## src/rtl/fetch_pkg.sv

```systemverilog
// Shared types for the dual-issue fetch front end: queue entry layout, FSM states
// and the decode-take clamp shared by the controller.
package fetch_pkg;
   localparam int FETCH_W = 2;
   localparam int INSTR_W = 32;
   localparam int PC_W    = 64;

   typedef enum logic {
      S_BOOT = 1'b0,
      S_RUN  = 1'b1
   } state_e;

   typedef struct packed {
      logic [PC_W-1:0]    pc;
      logic [INSTR_W-1:0] instr;
   } fq_entry_t;

   // Decode may only take what is visible; 3 and over-takes collapse to the legal maximum.
   function automatic logic [1:0] clamp_take(input logic [1:0] take,
                                             input logic ge1, input logic ge2);
      logic [1:0] r;
      r = 2'd0;
      if (ge2)      r = (take == 2'd3) ? 2'd2 : take;
      else if (ge1) r = (take != 2'd0) ? 2'd1 : 2'd0;
      return r;
   endfunction
endpackage

```

## src/rtl/fetch_queue.sv

```systemverilog
// QDEPTH-entry circular instruction buffer with two write and two read ports.
// Flush empties the queue by snapping head onto tail.
module fetch_queue
   import fetch_pkg::*;
#(
   parameter  int QDEPTH = 4,
   localparam int AW     = $clog2(QDEPTH)
) (
   input  logic       i_clk,
   input  logic       i_rst,
   input  logic       i_flush,
   input  logic [1:0] i_push_cnt,
   input  logic [1:0] i_pop_cnt,
   input  fq_entry_t  i_wdata0,
   input  fq_entry_t  i_wdata1,
   output fq_entry_t  o_rdata0,
   output fq_entry_t  o_rdata1,
   output logic       o_valid0,
   output logic       o_valid1,
   output logic [AW:0] o_count
);
   fq_entry_t       r_mem [QDEPTH];
   logic [AW-1:0]   r_head, r_tail;
   logic [AW:0]     r_count;
   logic [AW-1:0]   w_head1, w_tail1;
   logic            w_wr_en;

   assign w_head1 = r_head + AW'(1);
   assign w_tail1 = r_tail + AW'(1);
   assign w_wr_en = !i_rst && !i_flush;

   always_ff @(posedge i_clk) begin
      if (i_rst) begin
         r_head  <= '0;
         r_tail  <= '0;
         r_count <= '0;
      end else if (i_flush) begin
         r_head  <= r_tail;
         r_count <= '0;
      end else begin
         r_head  <= r_head + AW'(i_pop_cnt);
         r_tail  <= r_tail + AW'(i_push_cnt);
         r_count <= r_count - (AW+1)'(i_pop_cnt) + (AW+1)'(i_push_cnt);
      end
   end

   // Storage is not reset: slots are only observed once count covers them.
   always_ff @(posedge i_clk) begin
      if (w_wr_en && i_push_cnt != 2'd0) r_mem[r_tail]  <= i_wdata0;
      if (w_wr_en && i_push_cnt == 2'd2) r_mem[w_tail1] <= i_wdata1;
   end

   assign o_count  = r_count;
   assign o_valid0 = (r_count != '0);
   assign o_valid1 = (r_count >= (AW+1)'(2));
   assign o_rdata0 = o_valid0 ? r_mem[r_head]  : '0;
   assign o_rdata1 = o_valid1 ? r_mem[w_head1] : '0;
endmodule

```

## src/rtl/dual_fetch_ctrl.sv

```systemverilog
// Fetch sequencer: owns the fetch PC, drives the PC/PC+4 pair to instruction memory
// and fills the instruction queue with as many words as there are free slots.
module dual_fetch_ctrl
   import fetch_pkg::*;
#(
   parameter int              XLEN     = 64,
   parameter int              QDEPTH   = 4,
   parameter logic [XLEN-1:0] RESET_PC = '0
) (
   input  logic               i_clk,
   input  logic               i_rst,
   input  logic               i_branch_en,
   input  logic [XLEN-1:0]    i_branch_pc,
   output logic [XLEN-1:0]    o_imem_pc,
   output logic [XLEN-1:0]    o_imem_pc4,
   input  logic [INSTR_W-1:0] i_imem_instr1,
   input  logic [INSTR_W-1:0] i_imem_instr2,
   output logic               o_out_valid0,
   output logic [XLEN-1:0]    o_out_pc0,
   output logic [INSTR_W-1:0] o_out_instr0,
   output logic               o_out_valid1,
   output logic [XLEN-1:0]    o_out_pc1,
   output logic [INSTR_W-1:0] o_out_instr1,
   input  logic [1:0]         i_dec_take
);
   localparam int              AW         = $clog2(QDEPTH);
   localparam logic [XLEN-1:0] ALIGN_MASK = ~XLEN'(3);

   state_e          r_state, w_state_nxt;
   logic [XLEN-1:0] r_fetch_pc, w_fetch_pc_nxt;
   logic [1:0]      w_taken, w_push_cnt, w_pop_cnt;
   logic [AW:0]     w_count;
   logic [AW+1:0]   w_free;
   logic            w_valid0, w_valid1, w_take_ok;
   fq_entry_t       w_wd0, w_wd1, w_rd0, w_rd1;

   assign w_taken = clamp_take(i_dec_take, w_valid0, w_valid1);
   // Slots released by this cycle's dequeue are reusable in the same cycle.
   assign w_free  = (AW+2)'(QDEPTH) - {1'b0, w_count} + (AW+2)'(w_taken);

   always_comb begin
      w_state_nxt    = r_state;
      w_fetch_pc_nxt = r_fetch_pc;
      w_push_cnt     = 2'd0;
      w_pop_cnt      = w_taken;
      unique case (r_state)
         S_BOOT: w_state_nxt = S_RUN;
         S_RUN: begin
            if (w_free >= (AW+2)'(2)) begin
               w_push_cnt     = 2'd2;
               w_fetch_pc_nxt = r_fetch_pc + XLEN'(8);
            end else if (w_free == (AW+2)'(1)) begin
               w_push_cnt     = 2'd1;
               w_fetch_pc_nxt = r_fetch_pc + XLEN'(4);
            end
         end
         default: w_state_nxt = S_BOOT;
      endcase
      if (i_branch_en) begin
         w_state_nxt    = S_RUN;
         w_fetch_pc_nxt = i_branch_pc & ALIGN_MASK;
         w_push_cnt     = 2'd0;
         w_pop_cnt      = 2'd0;
      end
   end

   always_ff @(posedge i_clk) begin
      if (i_rst) begin
         r_state    <= S_BOOT;
         r_fetch_pc <= RESET_PC & ALIGN_MASK;
      end else begin
         r_state    <= w_state_nxt;
         r_fetch_pc <= w_fetch_pc_nxt;
      end
   end

   assign w_take_ok = (i_dec_take == 2'd0) || (i_dec_take == 2'd1 && w_valid0) ||
                      (i_dec_take == 2'd2 && w_valid1);
   always_ff @(posedge i_clk) begin
      if (!i_rst) assert (w_take_ok);
   end

   assign w_wd0 = '{pc: PC_W'(r_fetch_pc),            instr: i_imem_instr1};
   assign w_wd1 = '{pc: PC_W'(r_fetch_pc + XLEN'(4)), instr: i_imem_instr2};

   fetch_queue #(.QDEPTH(QDEPTH)) u_queue (
      .i_clk      (i_clk),
      .i_rst      (i_rst),
      .i_flush    (i_branch_en),
      .i_push_cnt (w_push_cnt),
      .i_pop_cnt  (w_pop_cnt),
      .i_wdata0   (w_wd0),
      .i_wdata1   (w_wd1),
      .o_rdata0   (w_rd0),
      .o_rdata1   (w_rd1),
      .o_valid0   (w_valid0),
      .o_valid1   (w_valid1),
      .o_count    (w_count)
   );

   assign o_imem_pc    = r_fetch_pc;
   assign o_imem_pc4   = r_fetch_pc + XLEN'(4);
   assign o_out_valid0 = w_valid0;
   assign o_out_pc0    = XLEN'(w_rd0.pc);
   assign o_out_instr0 = w_rd0.instr;
   assign o_out_valid1 = w_valid1;
   assign o_out_pc1    = XLEN'(w_rd1.pc);
   assign o_out_instr1 = w_rd1.instr;
endmodule
```

## config.mk

```make
export PLATFORM = sky130hd
export DESIGN_NAME = dual_fetch_ctrl
export DESIGN_NICKNAME = d
export VERILOG_FILES = /design/src/rtl/fetch_pkg.sv /design/src/rtl/fetch_queue.sv /design/src/rtl/dual_fetch_ctrl.sv
export SDC_FILE = /design/constraint.sdc
export NUM_CORES = 1
export LEC_CHECK = 0
export CORE_ASPECT_RATIO = 0.7
export CORE_MARGIN = 2
export CORE_UTILIZATION = 40
export DETAILED_ROUTE_END_ITERATION = 12
export MAX_ROUTING_LAYER = met4
export PLACE_DENSITY_LB_ADDON = 0.1
export SLEW_MARGIN = 10
export SYNTH_ARGS = -nofsm -noshare
export SYNTH_HDL_FRONTEND = slang
export SYNTH_SLANG_ARGS = --single-unit
```

## constraint.sdc

```tcl
create_clock -name i_clk -period 12.75 [get_ports i_clk]
set_input_delay 2.55 -clock i_clk [delete_from_list [all_inputs] [get_ports i_clk]]
set_output_delay 2.55 -clock i_clk [all_outputs]
set_load 0.01 [all_outputs]
```

# Word-level counts from Yosys, hierarchy flattened
# Memories as Yosys holds them, arrays and structs flattened. A register that Yosys moved wholly into a read port is not among the register bits.
# Cells that the tools add are included.
# op_classes
mux	22
n_reduce_logical	14
n_lt_le_gt_ge	2
eq_ne	3
n_addsub	10
# op_table
operator	n
64-bit two-way mux	4
96-bit two-way mux	2
64-bit by 3-bit adder with 64-bit output, second input constant	1
64-bit by 4-bit adder with 64-bit output, second input constant	1
2-bit two-way mux	8
1-bit two-way mux	8
2-bit nonzero test	4
3-bit nonzero test	2
2-bit by 1-bit adder with 2-bit output, second input constant	2
2-bit adder	2
4-bit by 2-bit adder with 4-bit output	1
2-bit == test, second input constant	2
4-bit by 1-bit == test with 1-bit output, second input constant	1
4-bit by 2-bit >= comparator with 1-bit output, second input constant	1
2-bit AND reduction	2
3-bit by 3-bit subtractor with 4-bit output, first input constant	1
3-bit by 2-bit adder with 3-bit output	1
3-bit by 2-bit >= comparator with 1-bit output, second input constant	1
1-bit logical AND	3
3-bit by 2-bit subtractor with 3-bit output	1
1-bit logical NOT	2
2-bit OR reduction	1
# word_totals
wordCells	58
n_memories	1
ramBits	384
inputBits	133
reg_bits	72
output_inout_bits	322
# memory_table
name	words	word_bits	read_ports	rd_ports_with_merged_regs	write_ports	line_no	rtl
u_queue.r_mem	4	96	2	1	2	fetch_queue.sv:22	fq_entry_t r_mem [QDEPTH];

# Longest topological paths before layout
# logic_depth
depth_word	14
depth_mapped	21
ltp_nobuf	18

# By module
# Synthesis repeated with hierarchy kept, for this count alone.
# unflattened
cells_unflattened	2168
area_unflattened_um2	28483.6
# by_module_without_submodules
module	area_each_um2	cells_each	instances
fetch_queue	22490.3	1316	1
dual_fetch_ctrl	5993.2	852	1

# Worst setup path before layout
# OpenSTA, ideal clock, no wires.
# synth_timing
path_type	input-to-reg
start	input i_dec_take[1]
end	memory u_queue.r_mem[0][0] (netlist name) (enable)
path_stages	10
arrival_time_ns	11.027
n_path_buf	1
setup_time_ns	0.685
slack_ns	1.038
cell_sequence	nand2_1 o211ai_1 ha_1 inv_1 fa_1 inv_1 o2111ai_1 nand2_1 clkbuf_1 o31ai_1
# synth_lines
element	line_no	rtl
start, declared	dual_fetch_ctrl.sv:24	input logic [1:0] i_dec_take
end, declared	fetch_queue.sv:22	

# Worst setup path in the final report
# layout_timing
start	register r_fetch_pc[4], in the netlist o_imem_pc[4]
end	output o_imem_pc4[63]
# layout_between
elab_chain_len	1
# layout_rtl
element	line_no	rtl
start, declared	dual_fetch_ctrl.sv:30	logic [XLEN-1:0] r_fetch_pc, w_fetch_pc_nxt;
start signal, assigned	dual_fetch_ctrl.sv:70	r_fetch_pc <= RESET_PC & ALIGN_MASK;
start signal, assigned	dual_fetch_ctrl.sv:73	r_fetch_pc <= w_fetch_pc_nxt;
64-bit by 3-bit adder with 64-bit output	dual_fetch_ctrl.sv:102	assign o_imem_pc4 = r_fetch_pc + XLEN'(4);
end, declared	dual_fetch_ctrl.sv:15	output logic [XLEN-1:0] o_imem_pc4,
# Every way passes these cells.

==> metrics.md <==
| Metric | Value |
|---|---|
| Post-DP HPWL | approximately 70 mm |
| Die area | 72300 um2 |
| Largest net degree at the start of global routing | 75 |
| CP arrival | 5070 ps |
| Clk slew on worst S/H paths | roughly 70 ps |
| RePlAce Congestion | 0.937 |
| Leak | roughly 0.012 uW |
| Area of the core | ~70000 um2 |
| Endpoints failing setup | 0 |
| Initial antenna violation count | 2 |
| Via/cell ratio | 5.73 |
| Cts bufs inserted | 49 |
| H-tree depth | 2 |
| Clock latency on the worst-skew pair | 610 ps |
| Final period util | 59.8% |
| Syn_area_per_cell | 10.7 um2 |
| MaxCap Viol Count | 0 |
| Ranking of synthesized cells by area | edfxtp_1 40%, mux4_2 15%, nand2_1 7.9%, xnor2_1 6.0%, dfxtp_1 5.0% |
| Number of synthesized flops with an enable pin | around 380 |
| Power Density | 151 nW/um2 |
| Row count | 81 |
| Top cell type's share of synthesized area | 40.2% |
| Yosys warns | 0 |
| Post-synthesis sequential area ratio | 45.2% |
| Setup CP Type | reg -> out |
| # IOs | 455 |
| VDD IR-drop max | between 100 and 150 uV |
| Hold buffer count at cts | 0 |
| Total number of vias | 22200 |
| Clock sinks | around 450 |
| 1st-iter DRT viols | roughly 2100 |
| Top FF cell, synth | edfxtp_1 |
| Drt total wl | between 90 and 100 mm |
| Post-synthesis cell area | 28100 um2 |
| CTS resizes | 0 |
| Skew final | 21.7 ps |
| Register-to-Register Path Depth | 14 |
| Number of port buffers | 444 |
| Starting density of the core | 40.3% |
| Yosys cell types | 77 |
| Vias in the first global route | ~22000 |
| Largest area contributor in the netlist | edfxtp_1 |
| Hold Crit Class | reg -> reg |
| Worst Max-Slew Pin Slew | about 1100 ps |
| Slew Viols, Final | 0 |
| Slew headroom | 25.5% |
| GRT overflow | 0 |
| Placed inst area | about 33000 um2 |
| RSZ-0062 raised after global routing | false |
| DRC | 0 |
| Fmax | 0.131 GHz |
| Setup TNS | 0 ps |
| CP startpoint kind | register |
| GRT Total Usage | 28.0% |
| Most instantiated cells after synthesis | 589 x nand2_1, 376 x edfxtp_1, 204 x nor2_1 |
| Worst endpoint required time | 10200 ps |
| Layout cells sized above 1 | 12.4% |
| Count leader, synth | nand2_1 |
| #FFs+latches synth | between 400 and 500 |
| Area delta synth->final | 23.5% |
| Final Critical Period | 7620 ps |
| DIE WIDTH | 321 um |
| Syn Inst Count | 2612 |
| TritonRoute pass-1 iters | 6 |
| Max Buffers Root-to-Sink | 3 |
| Worst hold path depth | 2 |
| CTS tree | done |
| Status | completed |
| Clock Tree Root | clkbuf_16 |
| Share of flip-flops with an asynchronous set or reset | 0% |
| Crit path capture type | output port |
| Net count reported at finish | 3063 |
| Chip height | 226 um |
| Final instance area | 34600 um2 |
| Global-route wire length before repair | about 150 mm |
| Post-CTS Setup Bufs | 0 |
| Worst-path fanout max | 13 |
| Routed len/inst | 25.8 um |
| DRT antenna net count | 0 |
| Hold Vio Cnt, Final | 0 |
-- metal layers --
metal / global-route usage, % / share of wire, % / up-vias / routed length, um
met5: - / 0 / - / 0
met4: 7.31 / 2.4 / 0 / 2390
met3: 4.42 / 7.9 / 145 / 7850
met2: 43.0 / 46 / 1034 / 45900
met1: 38.8 / 44 / 11200 / 43800
li1: - / - / 9817 / -
-- cell families (layout without fill, tap and decap cells) --
family	count (synthesis)	in the layout	synth area share, %
flip-flops	446	446	45.2
AO/OA/AOI/OAI	148	148	3.73
XOR/XNOR	323	323	10.1
multiplexers	197	197	15.4
other	1	10	0.0134
buffers and inverters	262	602	4.09
AND/OR/NAND/NOR	1224	1224	20.9
adder cells (fa/ha/maj)	11	11	0.571
-- worst max-delay path: stages, from the launching register on --
cell	delay, ps
dfxtp_1	760
ha_1	380
nand2_1	330
nor2_1	960
nand2_1	530
nor3_2	650
xor2_1	270
clkdlybuf4s50_1	580
-- cell usage in the layout (no fill, tap or decap), drive strengths merged, types with 27 or more instances in the layout --
cell type / count
edfxtp: 376
a211oi: 34
buf: 46
dfxtp: 70
nand3: 47
nor3: 41
o21ai: 40
nand2: 590
mux4: 188
clkdlybuf4s50: 442
xor2: 131
clkbuf: 66
xnor2: 192
nor4: 27
and2: 195
nor2: 205
nand4: 45
-- registers in the layout, indices dropped and copies added, names as in the netlist --
| name | cells |
|---|---|
| r_state | 1 |
| u_queue.r_tail | 2 |
| u_queue.o_count | 3 |
| o_imem_pc | 62 |
| u_queue.r_mem | 376 |
| u_queue.r_head | 2 |
-- final timing paths --
check,start,to,slack [ps]
worst max-delay path,o_imem_pc[4],o_imem_pc4[63],5130
worst min-delay path,u_queue.r_tail[1],u_queue.r_head[1],520
worst max register to register,u_queue.o_count[2],u_queue.r_mem[0][9],7430
worst min register to register,u_queue.r_tail[1],u_queue.r_head[1],520
-- report_power, final --
group	internal [uW]	switching [uW]	total (uW)
Combinational	934	973	1910
Sequential	1710	135	1850
Clock	840	623	1460
-- metrics by stage --
stage               hold WS, ps  instances  worst slack, ps  power, uW  utilization [%]
floorplan                   466       2619             1040       2820                -
global placement            494       3781             5550       3780             47.4
detailed placement          499       3781             5470       3800             47.4
CTS                         510       3872             5100       5260             49.7
global route                543       3873             4850       5430             49.8
finish                      515       3874             5130       5220             49.8
-- cell type report --
class                           count  area (um2)
Fill cell                        6218       35000
Tap cell                          913        1140
Multi-Input combinational cell   1911       14300
Inverter                           23        87.6
Sequential cell                   446       12700
Clock inverter                     25         225
Clock buffer                       66        1380
Antenna cell                        2        5.00
Timing Repair Buffer              488        4760
(Power assumes the default switching activity.)
